File: src/rtl/nand_op_sequencer_if.sv
// nand_op_sequencer_if: host request channel of the NAND operation sequencer.
//
// Signals:
//   req_valid  host -> seq  request strobe
//   req_ready  seq -> host  sequencer idle, request accepted when both high
//   req_op     host -> seq  0 = page read, 1 = block erase
//   req_addr   host -> seq  [15:0] column, [39:16] row
//   busy       seq -> host  high from accept until done
//   done       seq -> host  one-clock completion pulse
//
// Modports: master = host side, slave = sequencer side.
interface nand_op_sequencer_if;
    logic        req_valid;
    logic        req_ready;
    logic        req_op;
    logic [39:0] req_addr;
    logic        busy;
    logic        done;

    modport master (
        output req_valid, req_op, req_addr,
        input  req_ready, busy, done
    );

    modport slave (
        input  req_valid, req_op, req_addr,
        output req_ready, busy, done
    );
endinterface

File: src/rtl/nand_op_sequencer.sv
// nand_op_sequencer: drives one complete NAND page-read or block-erase bus
// sequence (command, address, confirm command, ready/busy wait) per request.
//
// Ports:
//   clk       system clock, all logic on posedge
//   rst       synchronous reset, active-high
//   host      request channel (nand_op_sequencer_if.slave)
//   RB        NAND ready/busy, low = busy, asynchronous to clk
//   CE        chip enable, active-low
//   CLE       command latch enable
//   ALE       address latch enable
//   WE        write enable, active-low
//   IOX[7:0]  NAND data bus
//   timeout   only with NAND_RB_TIMEOUT_EN: high with done when RB never rose
//
// Build option: define NAND_RB_TIMEOUT_EN to bound the ready/busy wait to
// RB_TIMEOUT clocks.
//
// state   | meaning
// --------+---------------------------------------------------------
// IDLE    | waiting for a request, req_ready high
// CMD1    | one bus cycle, 00h (read) or 60h (erase) with CLE
// ADDR    | 5 (read) or 3 (erase) address bus cycles with ALE
// CMD2    | one bus cycle, 30h (read) or D0h (erase) with CLE
// WAIT_WB | TWB clocks before RB is trusted
// WAIT_RB | wait for synchronized RB high
// DONE    | one-clock done pulse, CE released
module nand_op_sequencer #(
    parameter int WE_LOW  = 2,
    parameter int WE_HIGH = 2,
    parameter int TWB     = 4
`ifdef NAND_RB_TIMEOUT_EN
    ,
    parameter int RB_TIMEOUT = 1024
`endif
) (
    input  logic                      clk,
    input  logic                      rst,
    nand_op_sequencer_if.slave        host,
    input  logic                      RB,
    output logic                      CE,
    output logic                      CLE,
    output logic                      ALE,
    output logic                      WE,
    output logic [7:0]                IOX
`ifdef NAND_RB_TIMEOUT_EN
    ,
    output logic                      timeout
`endif
);

    localparam logic [3:0]  BUS_LAST = 4'(WE_LOW + WE_HIGH - 1);
    localparam logic [3:0]  WE_LOW_C = 4'(WE_LOW);
    localparam logic [15:0] TWB_LOAD = 16'(TWB - 1);

    typedef enum logic [2:0] {
        S_IDLE,
        S_CMD1,
        S_ADDR,
        S_CMD2,
        S_WAIT_WB,
        S_WAIT_RB,
        S_DONE
    } state_t;

    state_t      state, state_nxt;
    logic [3:0]  cyc_cnt;
    logic [3:0]  byte_idx;
    logic [3:0]  addr_sel;
    logic [15:0] wb_tmr;
    logic        op_q;
    logic [39:0] addr_q;
    logic        rb_meta, rb_sync;
    logic        last_cyc, last_byte, in_bus, we_phase;
    logic [7:0]  addr_byte;

`ifdef NAND_RB_TIMEOUT_EN
    logic [15:0] to_cnt;
    logic        to_hit, to_flag;
    assign to_hit  = (to_cnt == 16'(RB_TIMEOUT - 1));
    assign timeout = (state == S_DONE) && to_flag;
`endif

    assign last_cyc  = (cyc_cnt == BUS_LAST);
    assign last_byte = (byte_idx == (op_q ? 4'd2 : 4'd4));
    assign in_bus    = (state == S_CMD1) || (state == S_ADDR) || (state == S_CMD2);
    assign we_phase  = (cyc_cnt >= WE_LOW_C);
    // Erase skips the two column bytes, so its row bytes start at index 2.
    assign addr_sel  = op_q ? (byte_idx + 4'd2) : byte_idx;

    always_ff @(posedge clk) begin
        if (rst) begin
            state    <= S_IDLE;
            cyc_cnt  <= 4'd0;
            byte_idx <= 4'd0;
            wb_tmr   <= 16'd0;
            op_q     <= 1'b0;
            addr_q   <= 40'd0;
            rb_meta  <= 1'b0;
            rb_sync  <= 1'b0;
`ifdef NAND_RB_TIMEOUT_EN
            to_cnt   <= 16'd0;
            to_flag  <= 1'b0;
`endif
        end else begin
            state   <= state_nxt;
            rb_meta <= RB;
            rb_sync <= rb_meta;
            if (state == S_IDLE && host.req_valid) begin
                op_q   <= host.req_op;
                addr_q <= host.req_addr;
            end
            if (in_bus && !last_cyc) cyc_cnt <= cyc_cnt + 4'd1;
            else                     cyc_cnt <= 4'd0;
            if (state != S_ADDR)     byte_idx <= 4'd0;
            else if (last_cyc)       byte_idx <= byte_idx + 4'd1;
            // Loaded throughout CMD2, counts down to zero across WAIT_WB.
            if (state == S_CMD2)     wb_tmr <= TWB_LOAD;
            else if (wb_tmr != 16'd0) wb_tmr <= wb_tmr - 16'd1;
`ifdef NAND_RB_TIMEOUT_EN
            if (state != S_WAIT_RB)  to_cnt <= 16'd0;
            else                     to_cnt <= to_cnt + 16'd1;
            to_flag <= (state == S_WAIT_RB) && !rb_sync && to_hit;
`endif
        end
    end

    always_comb begin
        state_nxt = state;
        case (state)
            S_IDLE:    if (host.req_valid)          state_nxt = S_CMD1;
            S_CMD1:    if (last_cyc)                state_nxt = S_ADDR;
            S_ADDR:    if (last_cyc && last_byte)   state_nxt = S_CMD2;
            S_CMD2:    if (last_cyc)                state_nxt = S_WAIT_WB;
            S_WAIT_WB: if (wb_tmr == 16'd0)         state_nxt = S_WAIT_RB;
            S_WAIT_RB: begin
                if (rb_sync)                        state_nxt = S_DONE;
`ifdef NAND_RB_TIMEOUT_EN
                else if (to_hit)                    state_nxt = S_DONE;
`endif
            end
            S_DONE:                                 state_nxt = S_IDLE;
            default:                                state_nxt = S_IDLE;
        endcase
    end

    always_comb begin
        addr_byte = 8'h00;
        case (addr_sel)
            4'd0:    addr_byte = addr_q[7:0];
            4'd1:    addr_byte = addr_q[15:8];
            4'd2:    addr_byte = addr_q[23:16];
            4'd3:    addr_byte = addr_q[31:24];
            4'd4:    addr_byte = addr_q[39:32];
            default: addr_byte = 8'h00;
        endcase
    end

    always_comb begin
        CE             = 1'b1;
        CLE            = 1'b0;
        ALE            = 1'b0;
        WE             = 1'b1;
        IOX            = 8'h00;
        host.busy      = 1'b0;
        host.done      = 1'b0;
        host.req_ready = 1'b0;
        case (state)
            // Gated so the host never sees ready while reset is held.
            S_IDLE: host.req_ready = !rst;
            S_CMD1: begin
                CE        = 1'b0;
                CLE       = 1'b1;
                WE        = we_phase;
                IOX       = op_q ? 8'h60 : 8'h00;
                host.busy = 1'b1;
            end
            S_ADDR: begin
                CE        = 1'b0;
                ALE       = 1'b1;
                WE        = we_phase;
                IOX       = addr_byte;
                host.busy = 1'b1;
            end
            S_CMD2: begin
                CE        = 1'b0;
                CLE       = 1'b1;
                WE        = we_phase;
                IOX       = op_q ? 8'hD0 : 8'h30;
                host.busy = 1'b1;
            end
            S_WAIT_WB, S_WAIT_RB: begin
                CE        = 1'b0;
                host.busy = 1'b1;
            end
            S_DONE: host.done = 1'b1;
            default: ;
        endcase
    end

endmodule

File: src/flat_wrapper.sv
// flat-port wrapper written by rule: the top's interface ports become plain ports
module nand_op_sequencer_flat 
#(
    parameter int WE_LOW  = 2,
    parameter int WE_HIGH = 2,
    parameter int TWB     = 4

)
  (clk, rst, RB, CE, CLE, ALE, WE, IOX, host_req_valid, host_req_op, host_req_addr, host_req_ready, host_busy, host_done);
  nand_op_sequencer_if host_i ();
  input  logic clk;
  input  logic rst;
  input  logic RB;
  output logic CE;
  output logic CLE;
  output logic ALE;
  output logic WE;
  output logic [7:0] IOX;
  input wire logic [$bits(host_i.req_valid)-1:0] host_req_valid;
  input wire logic [$bits(host_i.req_op)-1:0] host_req_op;
  input wire logic [$bits(host_i.req_addr)-1:0] host_req_addr;
  output wire logic [$bits(host_i.req_ready)-1:0] host_req_ready;
  output wire logic [$bits(host_i.busy)-1:0] host_busy;
  output wire logic [$bits(host_i.done)-1:0] host_done;
  assign host_i.req_valid = host_req_valid;
  assign host_i.req_op = host_req_op;
  assign host_i.req_addr = host_req_addr;
  assign host_req_ready = host_i.req_ready;
  assign host_busy = host_i.busy;
  assign host_done = host_i.done;
  nand_op_sequencer #(.WE_LOW(WE_LOW), .WE_HIGH(WE_HIGH), .TWB(TWB)) u_core (.clk(clk), .rst(rst), .host(host_i), .RB(RB), .CE(CE), .CLE(CLE), .ALE(ALE), .WE(WE), .IOX(IOX));
endmodule
File: config.mk
export PLATFORM = sky130hd
export DESIGN_NAME = nand_op_sequencer_flat
export DESIGN_NICKNAME = d
export VERILOG_FILES = /design/src/rtl/nand_op_sequencer_if.sv /design/src/rtl/nand_op_sequencer.sv /design/src/flat_wrapper.sv
export SDC_FILE = /design/constraint.sdc
export NUM_CORES = 1
export LEC_CHECK = 0
export CAP_MARGIN = 10
export CELL_PAD_IN_SITES_DETAIL_PLACEMENT = 1
export CELL_PAD_IN_SITES_GLOBAL_PLACEMENT = 2
export CORE_ASPECT_RATIO = 0.6
export CORE_MARGIN = 1.5
export CORE_UTILIZATION = 31
export DETAILED_ROUTE_END_ITERATION = 10
export PLACE_DENSITY = 0.87
export SKIP_CTS_REPAIR_TIMING = 1
export SYNTH_ARGS = -nofsm -noshare
export SYNTH_HDL_FRONTEND = slang
export SYNTH_SLANG_ARGS = --single-unit
File: constraint.sdc
create_clock -name clk -period 2.35 [get_ports clk]
set_clock_uncertainty 0.1 [all_clocks]
set_input_delay 0.3525 -clock clk [delete_from_list [all_inputs] [get_ports clk]]
set_output_delay 0.3525 -clock clk [all_outputs]
set_load 0.05 [all_outputs]
==> impl_summary.log, run 1 <==
INFO  metric status = finished, violations left
INFO  metric failed_checks = negative setup slack
INFO  metric commonest_cells_after_routing_fill_and_taps_aside = 92 x sky130_fd_sc_hd__nand2_1, 64 x sky130_fd_sc_hd__dfxtp_1, 48 x sky130_fd_sc_hd__a21oi_1
INFO  metric grt_max_degree = 47
INFO  metric final.min_clock_period = 2.50 ns
INFO  metric clock_sinks = 70
INFO  metric cp_slowest_cell = sky130_fd_sc_hd__dfxtp_4
INFO  metric worstSetupStartpoint = u_core.byte_idx[1]
INFO  metric netlist.area_leader.share = 40.9%
INFO  metric cts_tree = yes
INFO  metric max_freq = 400 MHz
INFO  metric layout_cells_sized_above_1 = 22.3%
INFO  metric chipHeight = 84.4 µm
INFO  metric insertedDiodeCount = 0
INFO  metric grt_setup_unrepaired = yes
INFO  metric timing.critical_path.max_delay_family = buffers and inverters
INFO  metric vias = 3185
INFO  metric report.final.setup_viol = 8
INFO  metric io_buffer_count = 59
INFO  metric final_hold_violation_count = 0
INFO  metric maxCapViolations = 0
INFO  metric synthesis.area = 3430 µm²
INFO  metric slowest_delay = 0.36 ns
INFO  metric insertion_delay = 0.33 ns
INFO  metric initialDrtViolationCount = 126
INFO  metric final_core_util = 46.7%
INFO  metric timing.critical_path.arrival = 2.05 ns
INFO  metric detail_route.first_pass.iterations = 4
INFO  metric postSynth.asyncResetShare = 0%
INFO  metric synth-seq-area-share = 40.9%
INFO  metric post-route-period-util = 106%
INFO  metric crit_buf_inv = 4
INFO  metric synthDistinctLibCells = 50
INFO  metric vias_per_cell = 5.01
INFO  metric final_max_slew_viol_count = 0
INFO  metric avgSynthCellArea = 8.20 µm²
INFO  metric io-pin-count = 60
INFO  metric synth_warnings = 0
INFO  metric finalSetupTns = -0.927 ns
INFO  metric h-tree-depth = 3
INFO  metric synth.ff_latch_count = 70
INFO  metric routed_wl = 10.7 mm
INFO  metric synthCells = 418
INFO  metric min-delay-path-class = input pin to register
INFO  metric net_count_final = 545
INFO  metric postRouteAntennaNets = 0
INFO  metric cts_buffers = 9
INFO  metric clock_slew_at_reported_path_ffs = 0.06 ns
INFO  metric drc = 0
INFO  metric worst-path-max-fanout = 7
INFO  metric ir_worst_vdd = 0.000516 V
INFO  metric post_synth_main_area_contributors = sky130_fd_sc_hd__dfxtp_1 41%, sky130_fd_sc_hd__nand2_1 10%, sky130_fd_sc_hd__a21oi_1 7.0%, sky130_fd_sc_hd__nor2_1 3.8%, sky130_fd_sc_hd__mux2i_1 3.8%
INFO  metric grtUsageTotal = 18.3%
INFO  metric cts_root_buffer = sky130_fd_sc_hd__clkbuf_16
INFO  metric core_region_area = 10700 µm²
INFO  metric mappedNetlistNets = 471
INFO  metric clockBufferDepth = 2
INFO  metric grt_remaining_overflow = 0
INFO  metric start_kind = register
INFO  metric fp.dieW = 139 µm
INFO  metric pwr_density_cell = 1150 nW/µm²
INFO  metric ys_dominant_reg_cell = sky130_fd_sc_hd__dfxtp_1
INFO  metric core.rowCount = 29
INFO  metric min-delay-start = rst
INFO  metric timing.setup.critical_path_class = register to output pin
INFO  metric placed_cell_area = 4560 µm²
INFO  metric finalWeightedCongestion = 0.828
INFO  metric dp.final_hpwl = 7.83 mm
INFO  metric synthToLayoutAreaGrowth = 45.5%
INFO  metric mostFrequentLayoutCell = sky130_fd_sc_hd__nand2_1
INFO  metric first_global_vias = 3283
INFO  metric ff_to_ff_start = u_core.wb_tmr[0]
INFO  metric setup_slack = -0.151 ns
INFO  metric data_required_time_of_the_critical_path = 1.90 ns
INFO  metric synth_enable_flop_cells = 0
INFO  metric initial_utilization = 32.1%
INFO  metric timing.critical_path.cells = ha_4 > mux2i_2 > buf_4 > buf_12 > mux2i_1 > buf_4 > o221ai_4 > buf_12
INFO  metric antenna_violations_before_repair = 0
INFO  metric post_synth_top_area_cell = sky130_fd_sc_hd__dfxtp_1
INFO  metric max_slew.worst_pin.slew = 0.618 ns
INFO  metric grt_first_pass_wirelength = 17.0 mm
INFO  metric endpoint_kind = output pin
INFO  metric static-leakage-power = 1.87 nW
INFO  metric pre_cts_slack = -0.0254 ns
INFO  metric detail_route.wl_per_cell = 16.8 µm
INFO  metric final_area = 4980 µm²
INFO  metric slew_headroom = 58.4%
INFO  metric die_footprint = 11700 µm²
## layer usage
metal  wire length [µm]  global-route usage [%]  vias to the layer above
met5                  0                       0                        -
met4                131                    5.68                        0
met3                435                    4.22                       12
met2               4680                    26.8                       54
met1               5470                    26.7                     1547
li1                   -                       -                     1572
## path summary, 6_finish.rpt
| check | to | slack, ns | cells after the start |
|---|---|---|---|
| worst max-delay path | IOX[6] | -0.15 | 8 |
| worst min-delay path | u_core.state[1] | 0.20 | 2 |
| worst max register to register | u_core.wb_tmr[4] | 0.19 | 7 |
| worst min register to register | u_core.rb_sync | 0.34 | 1 |
## registers in the layout, indices dropped and copies added (netlist names)
register and flops:
u_core.cyc_cnt 4, u_core.rb_sync 1, u_core.byte_idx 4, u_core.addr_q 40, u_core.rb_meta 1, u_core.wb_tmr 16
u_core.op_q 1, u_core.state 3
## layout make-up
cell class | count | area (µm²)
inverters | 11 | 41.3
clock inverters | 7 | 75.1
fillers | 1242 | 5680
clock buffers | 9 | 225
multi-input cells | 313 | 2080
repair buffers | 87 | 978
flip-flops and latches | 70 | 1410
well taps | 139 | 174
## stage by stage
stage | power (mW) | hold slack [ns] | instances
after floorplan | 3.37 | 0.314 | 418
after global placement | 4.21 | 0.330 | 619
after detailed placement | 4.31 | 0.329 | 619
after CTS | 5.70 | 0.204 | 635
after global routing | 6.06 | 0.234 | 636
final | 5.71 | 0.205 | 636
## cells in the mapped netlist (all sizes together), types with 2 or more instances
master,count
nor3b,4
o221ai,3
dfxtp,70
xor2,9
nand2,93
a22oi,8
nor3,13
clkbuf,21
ha,8
mux2,8
and2,2
nor2b,4
inv,11
o211ai,3
a211oi,2
buf,3
o22ai,4
nor2,35
o21ai,9
nand3,9
a31oi,4
a21oi,48
nor4,6
xnor2,7
nand2b,5
mux2i,14
nand4,2
## power breakdown
group,switching (mW),internal [mW]
clock,0.535,0.822
combinational,1.55,1.11
sequential,0.234,1.46
## cell families (layout without fill, tap and decap cells)
family / Yosys count / in the layout / synth area share [%]
buffers and inverters: 35 / 114 / 5.00
adders and majority gates: 8 / 8 / 2.92
DFF: 70 / 70 / 40.9
muxes: 22 / 22 / 6.83
AOI/OAI and AO/OA: 85 / 85 / 14.4
and+or+nand+nor: 182 / 182 / 25.6
xor gates and xnor gates: 16 / 16 / 4.31
Note: power is estimated with default switching activity, not from simulation.
==> run 2: changes to the inputs <==
--- a/config.mk
+++ b/config.mk
@@ -13,7 +13,6 @@
 export CORE_UTILIZATION = 31
 export DETAILED_ROUTE_END_ITERATION = 10
 export PLACE_DENSITY = 0.87
-export SKIP_CTS_REPAIR_TIMING = 1
 export SYNTH_ARGS = -nofsm -noshare
 export SYNTH_HDL_FRONTEND = slang
 export SYNTH_SLANG_ARGS = --single-unit
==> impl_summary.log, run 2 (same netlist as run 1, synthesis figures left out) <==
INFO  metric worst-path-max-fanout = 8 (+1)
INFO  metric report.final.setup_viol = 8 (unchanged)
INFO  metric insertion_delay = 0.33 ns (about the same)
INFO  metric grtUsageTotal = 18.6% (+0.26 points)
INFO  metric first_global_vias = 3320 (+1.1%)
INFO  metric combPwrFrac = 46.6% (about the same)
INFO  metric grtUsageMet2 = 27.4% (+0.63 points)
INFO  metric synthToLayoutAreaGrowth = 45.7%
INFO  metric maxCapViolations = 0 (unchanged)
INFO  metric detail_route.first_pass.iterations = 4 (unchanged)
INFO  metric mostFrequentLayoutCell = sky130_fd_sc_hd__nand2_1
INFO  metric clockBufferDepth = 2 (unchanged)
INFO  metric max_freq = 389 MHz (-2.6%)
INFO  metric detail_route.wl_per_cell = 16.8 µm (about the same)
INFO  metric failed_checks = negative setup slack
INFO  metric final.min_clock_period = 2.57 ns (+0.0675 ns)
INFO  metric io_buffer_count = 59 (unchanged)
INFO  metric min-delay-path-class = input pin to register
INFO  metric min_path_cells = 2 (unchanged)
INFO  metric largest_register_ff_count = 40 (unchanged)
INFO  metric internal_power_contribution = 3.39 mW (about the same)
INFO  metric h-tree-depth = 3 (unchanged)
INFO  metric final_std_cells_w_o_fill = 638 (+0.31%)
INFO  metric place.detailed.instances = 619 (unchanged)
INFO  metric cts_buffers = 9 (unchanged)
INFO  metric routed_wl = 10.8 mm (+0.34%)
INFO  metric cts_root_buffer = sky130_fd_sc_hd__clkbuf_16
INFO  metric antenna_violations_before_repair = 0 (unchanged)
INFO  metric layout_cells_sized_above_1 = 22.6% (+0.31 points)
INFO  metric timing.critical_path.arrival = 2.12 ns (+0.07 ns)
INFO  metric max_slew.worst_pin.slew = 0.620 ns (+0.00241 ns)
INFO  metric rr_worst_depth = 7 (unchanged)
INFO  metric dp.final_hpwl = 7.83 mm (unchanged)
INFO  metric initial_utilization = 32.1% (unchanged)
INFO  metric chipHeight = 84.4 µm (unchanged)
INFO  metric postCtsHoldBufs = 0
INFO  metric status = finished, violations left
INFO  metric grt_remaining_overflow = 0 (unchanged)
INFO  metric clock_sinks = 70 (unchanged)
INFO  metric final_max_slew_viol_count = 0 (unchanged)
INFO  metric core_region_area = 10700 µm² (unchanged)
INFO  metric clock_slew_at_reported_path_ffs = 0.06 ns (about the same)
INFO  metric sequential_cell_area = 1420 µm² (+0.18%)
INFO  metric vias_per_cell = 4.99 (-0.44%)
INFO  metric io-pin-count = 60 (unchanged)
INFO  metric ir_worst_vdd = 0.000508 V (-1.5%)
INFO  metric regMostFlops = u_core.addr_q
INFO  metric net-switching-power = 2.32 mW (about the same)
INFO  metric grt_max_degree = 47 (unchanged)
INFO  metric grt_util_met1 = 26.3% (-0.41 points)
INFO  metric drc = 0 (unchanged)
INFO  metric ff_to_ff_start = u_core.wb_tmr[0]
INFO  metric finalWeightedCongestion = 0.828 (unchanged)
INFO  metric fp.dieW = 139 µm (unchanged)
INFO  metric grt_use_met3 = 5.31% (+1.1 points)
INFO  metric reg2reg_to = u_core.wb_tmr[4]
INFO  metric post-route-period-util = 109% (+2.9 points)
INFO  metric static-leakage-power = 1.88 nW (+0.55%)
INFO  metric slew_headroom = 58.3% (-0.16 points)
INFO  metric crit_end = IOX[3]
INFO  metric clkPwrFrac = 23.7% (about the same)
INFO  metric power.share.switching = 40.6% (about the same)
INFO  metric vias = 3181 (-0.13%)
INFO  metric setup_slack = -0.218 ns (-0.0675 ns)
INFO  metric cts_tree = yes
INFO  metric net_count_final = 547 (+0.37%)
INFO  metric grt_setup_unrepaired = yes
INFO  metric timing.setup.critical_path_class = register to output pin
INFO  metric die_footprint = 11700 µm² (unchanged)
INFO  metric insertedDiodeCount = 0 (unchanged)
INFO  metric postRouteAntennaNets = 0 (unchanged)
INFO  metric worst-r2r-setup-slack = 0.21 ns (+0.02 ns)
INFO  metric pwr_density_cell = 1140 nW/µm² (about the same)
INFO  metric grt-busiest-layer = met2
INFO  metric total_power = 5.71 mW (about the same)
INFO  metric commonest_cells_after_routing_fill_and_taps_aside = 92 x sky130_fd_sc_hd__nand2_1, 64 x sky130_fd_sc_hd__dfxtp_1, 48 x sky130_fd_sc_hd__a21oi_1
INFO  metric core.rowCount = 29 (unchanged)
INFO  metric final_hold_violation_count = 0 (unchanged)
INFO  metric fill_cells = 1238 (-0.32%)
INFO  metric endpoint_kind = output pin
INFO  metric initialDrtViolationCount = 130 (+3.2%)
INFO  metric multiInputGateArea = 2060 µm² (-0.66%)
INFO  metric start_kind = register
INFO  metric p_seq_share = 29.6% (about the same)
INFO  metric largest_registers_in_the_final_layout = u_core.addr_q (40), u_core.wb_tmr (16)
INFO  metric data_required_time_of_the_critical_path = 1.90 ns (about the same)
INFO  metric worstSetupStartpoint = u_core.byte_idx[1]
INFO  metric grt_first_pass_wirelength = 17.3 mm (+1.7%)
run 2: final cells by class:
cell class,count,share of cell area [%]
tap,139,3.48
clock buffer,9,4.51
timing repair buffer,89,20.0
inverter,11,0.827
sequential,70,28.4
multi-input combinational,313,41.3
clock inverter,7,1.50
run 2: metrics by stage:
| step | instance area [µm²] | TNS [ns] | setup WS, ns | hold slack (ns) | util (%) |
|---|---|---|---|---|---|
| 6_report | 4990 | -1.45 | -0.218 | 0.202 | 46.8 |
| 5_1_grt | 4990 | -1.82 | -0.257 | 0.231 | 46.8 |
| 4_1_cts | 4960 | -0.738 | -0.143 | 0.193 | 46.5 |
| 3_5_place_dp | 4560 | -0.0660 | -0.0254 | 0.329 | 42.7 |
| 3_3_place_gp | 4560 | 0 | 0.0758 | 0.330 | 42.7 |
| 2_1_floorplan | 3550 | -1.55 | -0.212 | 0.314 | - |
run 2: metal layers:
metal / part of all wire, % / up-vias / routed length (µm)
met3: 4.5 / 6 / 480
met2: 44 / 61 / 4770
met5: 0 / - / 0
li1: - / 1577 / -
met4: 0.76 / 0 / 82
met1: 50 / 1537 / 5420
run 2: worst min-delay path by stage:
| stage | startpoint | to | slack [ns] |
|---|---|---|---|
| after floorplan | u_core.rb_meta | u_core.rb_sync | 0.31 |
| after global placement | u_core.rb_meta | u_core.rb_sync | 0.33 |
| after detailed placement | u_core.rb_meta | u_core.rb_sync | 0.33 |
| after CTS | rst | u_core.state[1] | 0.19 |
| after global routing | rst | u_core.state[1] | 0.23 |
| final | rst | u_core.state[1] | 0.20 |
run 2: repair_timing:
item / CTS / global route
setup endpoints to repair: 8 / 8
resized for setup: 27 / 3
pin swaps: 10 / 3
setup buffers: 2 / 2
run 2: power groups by stage:
| stage | Combinational, mW | Sequential, mW | Clock, mW |
|---|---|---|---|
| finish | 2.66 | 1.69 | 1.36 |
| global route | 2.90 | 1.73 | 1.44 |
| CTS | 2.65 | 1.69 | 1.40 |
| detailed placement | 2.61 | 1.70 | 0 |
| global placement | 2.53 | 1.69 | 0 |
| floorplan | 1.73 | 1.64 | 0 |
run 2: critical path, stage by stage (launching register included):
cell                       delay (ns)
sky130_fd_sc_hd__dfxtp_4         0.36
sky130_fd_sc_hd__ha_4            0.22
sky130_fd_sc_hd__nor3_1          0.43
sky130_fd_sc_hd__o311ai_4        0.18
sky130_fd_sc_hd__buf_12          0.19
sky130_fd_sc_hd__o22ai_2         0.23
sky130_fd_sc_hd__buf_12          0.17
